[src/rtl/tracer_host_pkg.sv]
// Shared types and constants for the tracer nibble-protocol host.
package tracer_host_pkg;

  typedef enum logic [2:0] {
    IDLE = 3'd0,
    SEND = 3'd1,
    CALC = 3'd2,
    HI   = 3'd3,
    LO   = 3'd4,
    DONE = 3'd5
  } state_t;

  localparam int NIBBLES    = 4;
  localparam int NIB_W      = 4;
  localparam int RESP_BYTES = 2;
  localparam int LATENCY    = 7;

endpackage

[src/rtl/tracer_host_nibble_serializer.sv]
// Loads an operand and presents it MSB nibble first; nib shows the nibble to
// drive next (the load data itself on the load cycle), last flags the final one.
module nibble_serializer
  import tracer_host_pkg::*;
#(
  parameter int W = 16,
  parameter int N = 4
) (
  input  logic             clk,
  input  logic             reset,
  input  logic             load,
  input  logic             shift,
  input  logic [W-1:0]     data,
  output logic [NIB_W-1:0] nib,
  output logic             last
);

  localparam int CW = $clog2(N);

  logic [W-1:0]  shreg;
  logic [CW-1:0] cnt;

  always_ff @(posedge clk) begin
    if (reset) begin
      shreg <= '0;
      cnt   <= '0;
    end else if (load) begin
      shreg <= data << NIB_W;
      cnt   <= '0;
    end else if (shift) begin
      shreg <= shreg << NIB_W;
      cnt   <= cnt + CW'(1);
    end
  end

  assign nib  = load ? data[W-1 -: NIB_W] : shreg[W-1 -: NIB_W];
  assign last = (cnt == CW'(N - 1));

endmodule

[src/rtl/tracer_host.sv]
// Initiator for the tracer reciprocal responder: serialises a Q6.10 operand,
// collects the two result bytes. Optional macro: TRACER_HOST_OVERLAP_EN.
module tracer_host #(
  parameter int OPERAND_W = 16,
  parameter int NIBBLES   = 4
) (
  input  logic                 clk,
  input  logic                 reset,
  input  logic                 req_valid,
  output logic                 req_ready,
  input  logic [OPERAND_W-1:0] req_operand,
  input  logic                 req_abs,
  output logic                 rsp_valid,
  input  logic                 rsp_ready,
  output logic [OPERAND_W-1:0] rsp_data,
  output logic                 dut_reset,
  output logic                 dut_abs,
  output logic [3:0]           dut_data,
  input  logic [7:0]           dut_out,
  output logic [2:0]           dbg_state
);
  import tracer_host_pkg::*;

  // Handshakes: a beat transfers on the rising clk edge where valid && ready;
  // valid never depends on ready, and a raised rsp_valid holds until taken.
  state_t     state, next_state;
  logic       accept, shift, cap_hi, cap_lo, ser_last;
  logic [3:0] ser_nib;

  assign accept    = req_valid && req_ready;
  assign dbg_state = state;

  nibble_serializer #(.W(OPERAND_W), .N(NIBBLES)) u_ser (
    .clk   (clk),
    .reset (reset),
    .load  (accept),
    .shift (shift),
    .data  (req_operand),
    .nib   (ser_nib),
    .last  (ser_last)
  );

  always_ff @(posedge clk) begin
    if (reset) state <= IDLE;
    else       state <= next_state;
  end

  always_comb begin
    next_state = state;
    case (state)
      IDLE:    if (accept) next_state = SEND;
      SEND:    if (ser_last) next_state = CALC;
      CALC:    next_state = HI;
      HI:      next_state = LO;
      LO:      next_state = DONE;
      DONE:    if (rsp_ready) next_state = accept ? SEND : IDLE;
      default: next_state = IDLE;
    endcase
  end

  always_comb begin
    req_ready = 1'b0;
    rsp_valid = 1'b0;
    shift     = 1'b0;
    cap_hi    = 1'b0;
    cap_lo    = 1'b0;
    case (state)
      IDLE: req_ready = 1'b1;
      SEND: shift     = !ser_last;
      HI:   cap_hi    = 1'b1;
      LO:   cap_lo    = 1'b1;
      DONE: begin
        rsp_valid = 1'b1;
`ifdef TRACER_HOST_OVERLAP_EN
        req_ready = rsp_ready;
`else
        req_ready = 1'b0;
`endif
      end
      default: ;
    endcase
  end

  // Responder pins are registered from next_state so they line up with the
  // state they belong to; the responder idles at step 0 while held in reset.
  always_ff @(posedge clk) begin
    if (reset) begin
      dut_reset <= 1'b1;
      dut_abs   <= 1'b0;
      dut_data  <= '0;
      rsp_data  <= '0;
    end else begin
      dut_reset <= (next_state == IDLE) || (next_state == DONE);
      dut_data  <= (accept || shift) ? ser_nib : 4'd0;
      if (accept)
        dut_abs <= req_abs;
      else if ((next_state == IDLE) || (next_state == DONE))
        dut_abs <= 1'b0;
      if (cap_hi) rsp_data[OPERAND_W-1 -: 8] <= dut_out;
      if (cap_lo) rsp_data[7:0]              <= dut_out;
    end
  end

endmodule

[config.mk]
export PLATFORM = sky130hd
export DESIGN_NAME = tracer_host
export DESIGN_NICKNAME = d
export VERILOG_FILES = /design/src/rtl/tracer_host_pkg.sv /design/src/rtl/tracer_host_nibble_serializer.sv /design/src/rtl/tracer_host.sv
export SDC_FILE = /design/constraint.sdc
export NUM_CORES = 1
export LEC_CHECK = 0
export BUFFER_PORTS_ARGS = -buffer_cell sky130_fd_sc_hd__buf_2
export CORE_MARGIN = 10
export CORE_UTILIZATION = 40
export CTS_CLUSTER_DIAMETER = 50
export DETAILED_ROUTE_END_ITERATION = 12
export PLACE_DENSITY_LB_ADDON = 0.1
export SLEW_MARGIN = 20
export SYNTH_ARGS = -nofsm -noshare
export SYNTH_HDL_FRONTEND = slang
export SYNTH_SLANG_ARGS = --single-unit
export TNS_END_PERCENT = 20
[constraint.sdc]
create_clock -name clk -period 4.7 [get_ports clk]
set_clock_uncertainty 0.2 [all_clocks]
set_input_delay 0.47 -clock clk [delete_from_list [all_inputs] [get_ports clk]]
set_output_delay 0.47 -clock clk [all_outputs]
set_load 0.01 [all_outputs]
After elaboration in Yosys (flattened, before gate mapping)
Index checks and enable logic that the tools add are counted.
{"block": "classes", "addsub": 1, "multipliers": 0, "div_mod_pow": 0, "order_cmp": 0, "eq_ne": 7, "n_shift": 0, "n_mux": 15, "bitwise_logic": 1, "reduce_logical": 10}
{"op": "2-to-1 mux 16 bit", "n": 2}
{"op": "one-hot mux 3 bit (6 select lines)", "n": 1}
{"op": "equality test 3 bit, second input constant", "n": 3}
{"op": "2-to-1 mux 3 bit", "n": 3}
{"op": "2-to-1 mux 1 bit", "n": 8}
{"op": "equality test 3 x 2 -> 1 bit, second input constant", "n": 2}
{"op": "logical NOT 3 bit", "n": 2}
{"op": "2-to-1 mux 4 bit", "n": 1}
{"op": "nonzero test 2 bit", "n": 2}
{"op": "OR reduction 2 bit", "n": 2}
{"op": "equality test 3 x 1 -> 1 bit, second input constant", "n": 1}
{"op": "adder 2 x 1 -> 2 bit, second input constant", "n": 1}
{"op": "equality test 2 bit, second input constant", "n": 1}
{"op": "logical OR 1 bit", "n": 2}
{"op": "logical AND 1 bit", "n": 1}
{"op": "logical NOT 1 bit", "n": 1}
{"op": "NOT 1 bit", "n": 1}
{"block": "totals", "regBits": 39, "latchBits": 0, "mem_bits_rw": 0, "rom_bits": 0, "inputBits": 29, "out_inout_bits": 27, "wordCells": 42, "mem_count": 0}

Logic depth before layout (Yosys ltp)
{"block": "logic_depth", "word_depth": 10, "depth_mapped": 6}

By module
From an unflattened synthesis, not the netlist that was laid out.
{"block": "unflattened", "hier_cells": 157, "hier_area_um2": 1629.1}
{"mod": "tracer_host", "instances": 1, "cells_per_inst": 93, "area_each_um2": 967.2}
{"mod": "nibble_serializer", "instances": 1, "cells_per_inst": 64, "area_each_um2": 661.9}

Worst setup path after synthesis
Ideal clock, no wire load.
{"block": "synth_path", "path_type": "reg-to-reg", "startpoint": "reg u_ser.cnt[0]", "endpoint": "reg u_ser.shreg[14]", "setup_time_ns": 0.137, "t_arrival_ns": 1.420, "required_ns": 4.363, "setup_slack_ns": 2.943, "stages_incl_launch_ff": 6, "n_path_buf": 1, "synth_period_minus_slack_ns": 1.757, "path_cell_list": "dfxtp_1 > ha_1 > or4b_1 > clkbuf_1 > nand2_1 > a311oi_2"}
{"block": "synth_via", "elab_chain_len": 4}
{"element": "from (decl)", "line": "tracer_host_nibble_serializer.sv:21", "rtl": "logic [CW-1:0] cnt;"}
{"element": "from (signal assigned)", "line": "tracer_host_nibble_serializer.sv:32", "rtl": "cnt <= cnt + CW'(1);"}
{"element": "equality test 2 bit", "line": "tracer_host_nibble_serializer.sv:37", "rtl": "assign last = (cnt == CW'(N - 1));"}
{"element": "logical NOT 1 bit", "line": "tracer_host.sv:69", "rtl": "SEND: shift = !ser_last;"}
{"element": "2-to-1 mux 1 bit", "line": "tracer_host.sv:67", "rtl": "case (state)"}
{"element": "nonzero test 2 bit (no line)"}
{"element": "to (signal assigned)", "line": "tracer_host_nibble_serializer.sv:28", "rtl": "shreg <= data << NIB_W;"}
{"element": "to (signal assigned)", "line": "tracer_host_nibble_serializer.sv:31", "rtl": "shreg <= shreg << NIB_W;"}
{"element": "to (decl)", "line": "tracer_host_nibble_serializer.sv:20", "rtl": "logic [W-1:0] shreg;"}
Every way passes these cells.
A chain may end at the register's enable or synchronous reset.

Final worst setup path
{"block": "layout_path", "startpoint": "reg state[0], in the netlist dbg_state[0]", "endpoint": "reg u_ser.shreg[14]"}
{"block": "layout_via", "elab_chain_len": 4, "elab_cells_between_ends": 7}
{"element": "from (decl)", "line": "tracer_host.sv:26", "rtl": "state_t state, next_state;"}
{"element": "from (signal assigned)", "line": "tracer_host.sv:45", "rtl": "else state <= next_state;"}
{"element": "logical NOT 3 bit", "line": "tracer_host.sv:67"}
{"element": "2-to-1 mux 1 bit", "line": "tracer_host.sv:67"}
{"element": "logical AND 1 bit", "line": "tracer_host.sv:30", "rtl": "assign accept = req_valid && req_ready;"}
{"element": "2-to-1 mux 16 bit / nonzero test 2 bit (equally long branches)"}
Several ways; a longest one is shown, not always the timed one.

==> metrics.md <==
| Metric | Value |
|---|---|
| Max Cap Viol | `0` |
| CTS Buffer Depth | `2` |
| Clock-pin slew on the worst setup and hold paths | `0.08 ns` |
| Final core utilization | `52.1%` |
| Post-CTS setup buffer count | `0` |
| Hold_buf cts | `0` |
| ANT nets after route | `0` |
| Syn Area/Cell | `roughly 9.6 um2` |
| Overall Global Routing Usage | `11.3%` |
| Largest net degree at the start of global routing | `39` |
| CTS tree | `built` |
| Root buf cell | `clkbuf_8` |
| Most frequent cell after synthesis | `dfxtp_1` |
| Router iterations before antenna repair | `5` |
| Sink Count | `39` |
| Leakage | `~0.0009 uW` |
| Top Family by Delay on Critical Path | `simple AND/OR/NAND/NOR gates` |
| Number of cell rows | `22` |
| Synth cell count leaders | `dfxtp_1 (39), nor2_1 (27), mux2i_1 (17), nand2_1 (15)` |
| P per Cell Area | `between 300 and 400 nW/um2` |
| Fin nets | `241` |
| Insertion delay to the later sink of the worst-skew pair | `0.29 ns` |
| Vias in the first global route | `approximately 1400` |
| Final WS setup | `approximately 2.5 ns` |
| Slew Limit Headroom | `between 40% and 50%` |
| Outcome | `finished, final reports clean` |
| Total power | `642 uW` |
| #FFs+latches synth | `39` |
| Die area | `approximately 7000 um2` |
| Combinational fraction of design power | `a little under a tenth` |
| Routability cong. | `0.721` |
| Sw power | `between 150 and 200 uW` |
| Overflow after GRT | `0` |
| WL/cell | `14.7 um` |
| Unrepaired setup endpoints after global routing | `false` |
| Post-DP HPWL | `~2.8 mm` |
| Netlist cell types | `26` |
| Cell Area, Synth | `around 1600 um2` |
| Worst setup EP type | `flop` |
| CP cell instances | `nor4b_4 > nand2_1 > a311oi_2` |
| Flop pwr share | `a little over half` |
| Final setup viols | `0` |
| Net Sw Frac | `approximately a quarter` |
| Mapped Cells | `roughly 160` |
| # H-tree levels | `2` |
| EDFF count, synth | `0` |
| Drt total wl | `between 3 and 4 mm` |
| Layout Area Growth over Synthesis | `24.0%` |
| Ys Warns | `0` |
| WP data arrival | `around 2.2 ns` |
| Count of pins over their slew limit | `0` |
| Pint | `around 490 uW` |
| Tightest Pin Transition | `roughly 0.87 ns` |
| Vias/cell | `a little over 5` |
| Endpoints failing hold | `0` |
| DIE WIDTH | `a little over 80 um` |
| # diodes | `0` |
| Final Cycle Share | `46.0%` |
| CP Launch Type | `flop` |
| Core area | `between 3000 and 4000 um2` |
| Syn Nets | `between 150 and 200` |
| Initial Utilization | `between 40% and 50%` |
| Critical path's largest stage delay | `~0.77 ns` |
| Routed via count | `approximately 1300` |
| # IOs | `56` |
| CP Data Required Time | `around 4.7 ns` |
| Met3 WL post-DR | `between 300 and 400 um` |
| Buf+Inv Stages, Crit Path | `0` |
| Iter 0 DRT Violations | `approximately 100` |
| WS Path Type | `reg2reg` |
| DIE HEIGHT | `82.7 um` |
| Metal2 WL | `around 1.9 mm` |
| Final Critical Period | `2.16 ns` |
| Port Buffer Count | `between 50 and 60` |
| CP max FO | `18` |
| F_max | `~0.46 GHz` |
| CP max-delay cell | `nor4b_4` |
| WHS | `0.209 ns` |
| Seq/Total Area, Yosys | `between 40% and 50%` |
| # DRC | `0` |
| DR top layer | `met4` |
| Tightest Hold Check Type | `in2reg` |
| Setup TNS | `0 ns` |
| Post-cts repair resize count | `0` |
| First-pass GRT wire length | `around 6.1 mm` |
| Met1 Wirelength | `between 1.5 and 2 mm` |
| Antenna violations before repair | `0` |
| Maximum VDD drop | `190 uV` |
| Asr flop ratio synth | `0%` |
| CTS Buf Count | `5` |
| Post-place setup slack | `between 2 and 3 ns` |
| Primary FF master, synth | `dfxtp_1` |
| Proportion of layout cells with a drive suffix above 1 | `approximately a third` |
| Synth area leaders | `dfxtp_1 (50%), mux2i_1 (11%), nor2_1 (6.4%)` |
| Clock share of power | `between 30% and 40%` |
| Area leader, netlist | `dfxtp_1` |
| Top cell type's share of synthesized area | `between 40% and 50%` |
[cell usage in the layout (no fill, tap or decap), types with 2 or more instances in the layout]
master    netlist  layout
buf_2           6      55
dfxtp_1        39      39
nor2_1         27      27
mux2i_1        17      17
nand2_1        15      15
a21oi_1         9       9
nand3_1         9       9
a22oi_1         8       8
clkbuf_8        0       6
nor3_1          4       4
a311oi_2        4       4
nand3b_1        2       2
nor4b_4         0       2
or4b_1          2       2
mux2_2          2       2
[path summary, 6_finish.rpt]
path                           to  slack [ns]  cells past startpoint            from
hold / removal     u_ser.shreg[5]        0.21                      3  req_operand[1]
setup / recovery  u_ser.shreg[14]        2.54                      3    dbg_state[0]
setup reg to reg  u_ser.shreg[14]        2.54                      3    dbg_state[0]
hold reg to reg    u_ser.shreg[5]        0.27                      2  u_ser.shreg[5]
[worst reg2reg max path, stage by stage, from the launching register on]
cell and delay (ns):
dfxtp_1 0.71, nor4b_4 0.77, nand2_1 0.15, a311oi_2 0.25
[cell families (layout without fill, tap and decap cells)]
kind of cell             Yosys count  count (layout)  share of synthesized area, %
buffers and inverters             15              63                          4.77
AND/OR/NAND/NOR                   63              63                          19.2
multiplexers                      19              19                          12.3
AO/OA/AOI/OAI                     26              26                          12.8
flip-flops                        39              39                          49.6
adder cells (fa/ha/maj)            1               1                         0.795
XOR/XNOR                           1               1                         0.557
[power by group through the flow]
| stage | combinational [uW] | sequential [uW] | clock (uW) |
|---|---|---|---|
| 4_1_cts | 60.2 | 350 | 239 |
| 2_1_floorplan | 39.2 | 355 | 0 |
| 6_report | 59.6 | 350 | 233 |
| 3_3_place_gp | 57.1 | 357 | 0 |
| 5_1_grt | 66.6 | 352 | 257 |
| 3_5_place_dp | 60.0 | 358 | 0 |
[sequential cells by signal, indices dropped and copies added, names as in the netlist]
signal       count
dbg_state        3
dut_abs          1
dut_data         4
dut_reset        1
rsp_data        16
u_ser.cnt        2
u_ser.shreg     12
[through the flow]
stage,instance area [um2],cells
after floorplan,1570,164
after global placement,1840,252
after detailed placement,1860,252
after CTS,1950,260
after global routing,1950,260
final,1950,260
[routing by layer]
layer  vias up  global-route usage, %
li1        668                      -
met2        34                   19.3
met4         0                   3.01
met5         -                      0
met1       610                   12.2
met3         2                   5.62
[area by class of cell]
cell class                      instances  area, um2
Multi-Input combinational cell        110        739
Sequential cell                        39        781
Tap cell                               48       60.1
Fill cell                             367       1790
Clock buffer                            7       86.3
Clock inverter                          1       8.76
Timing Repair Buffer                   55        275
Note: power is estimated with default switching activity, not from simulation.
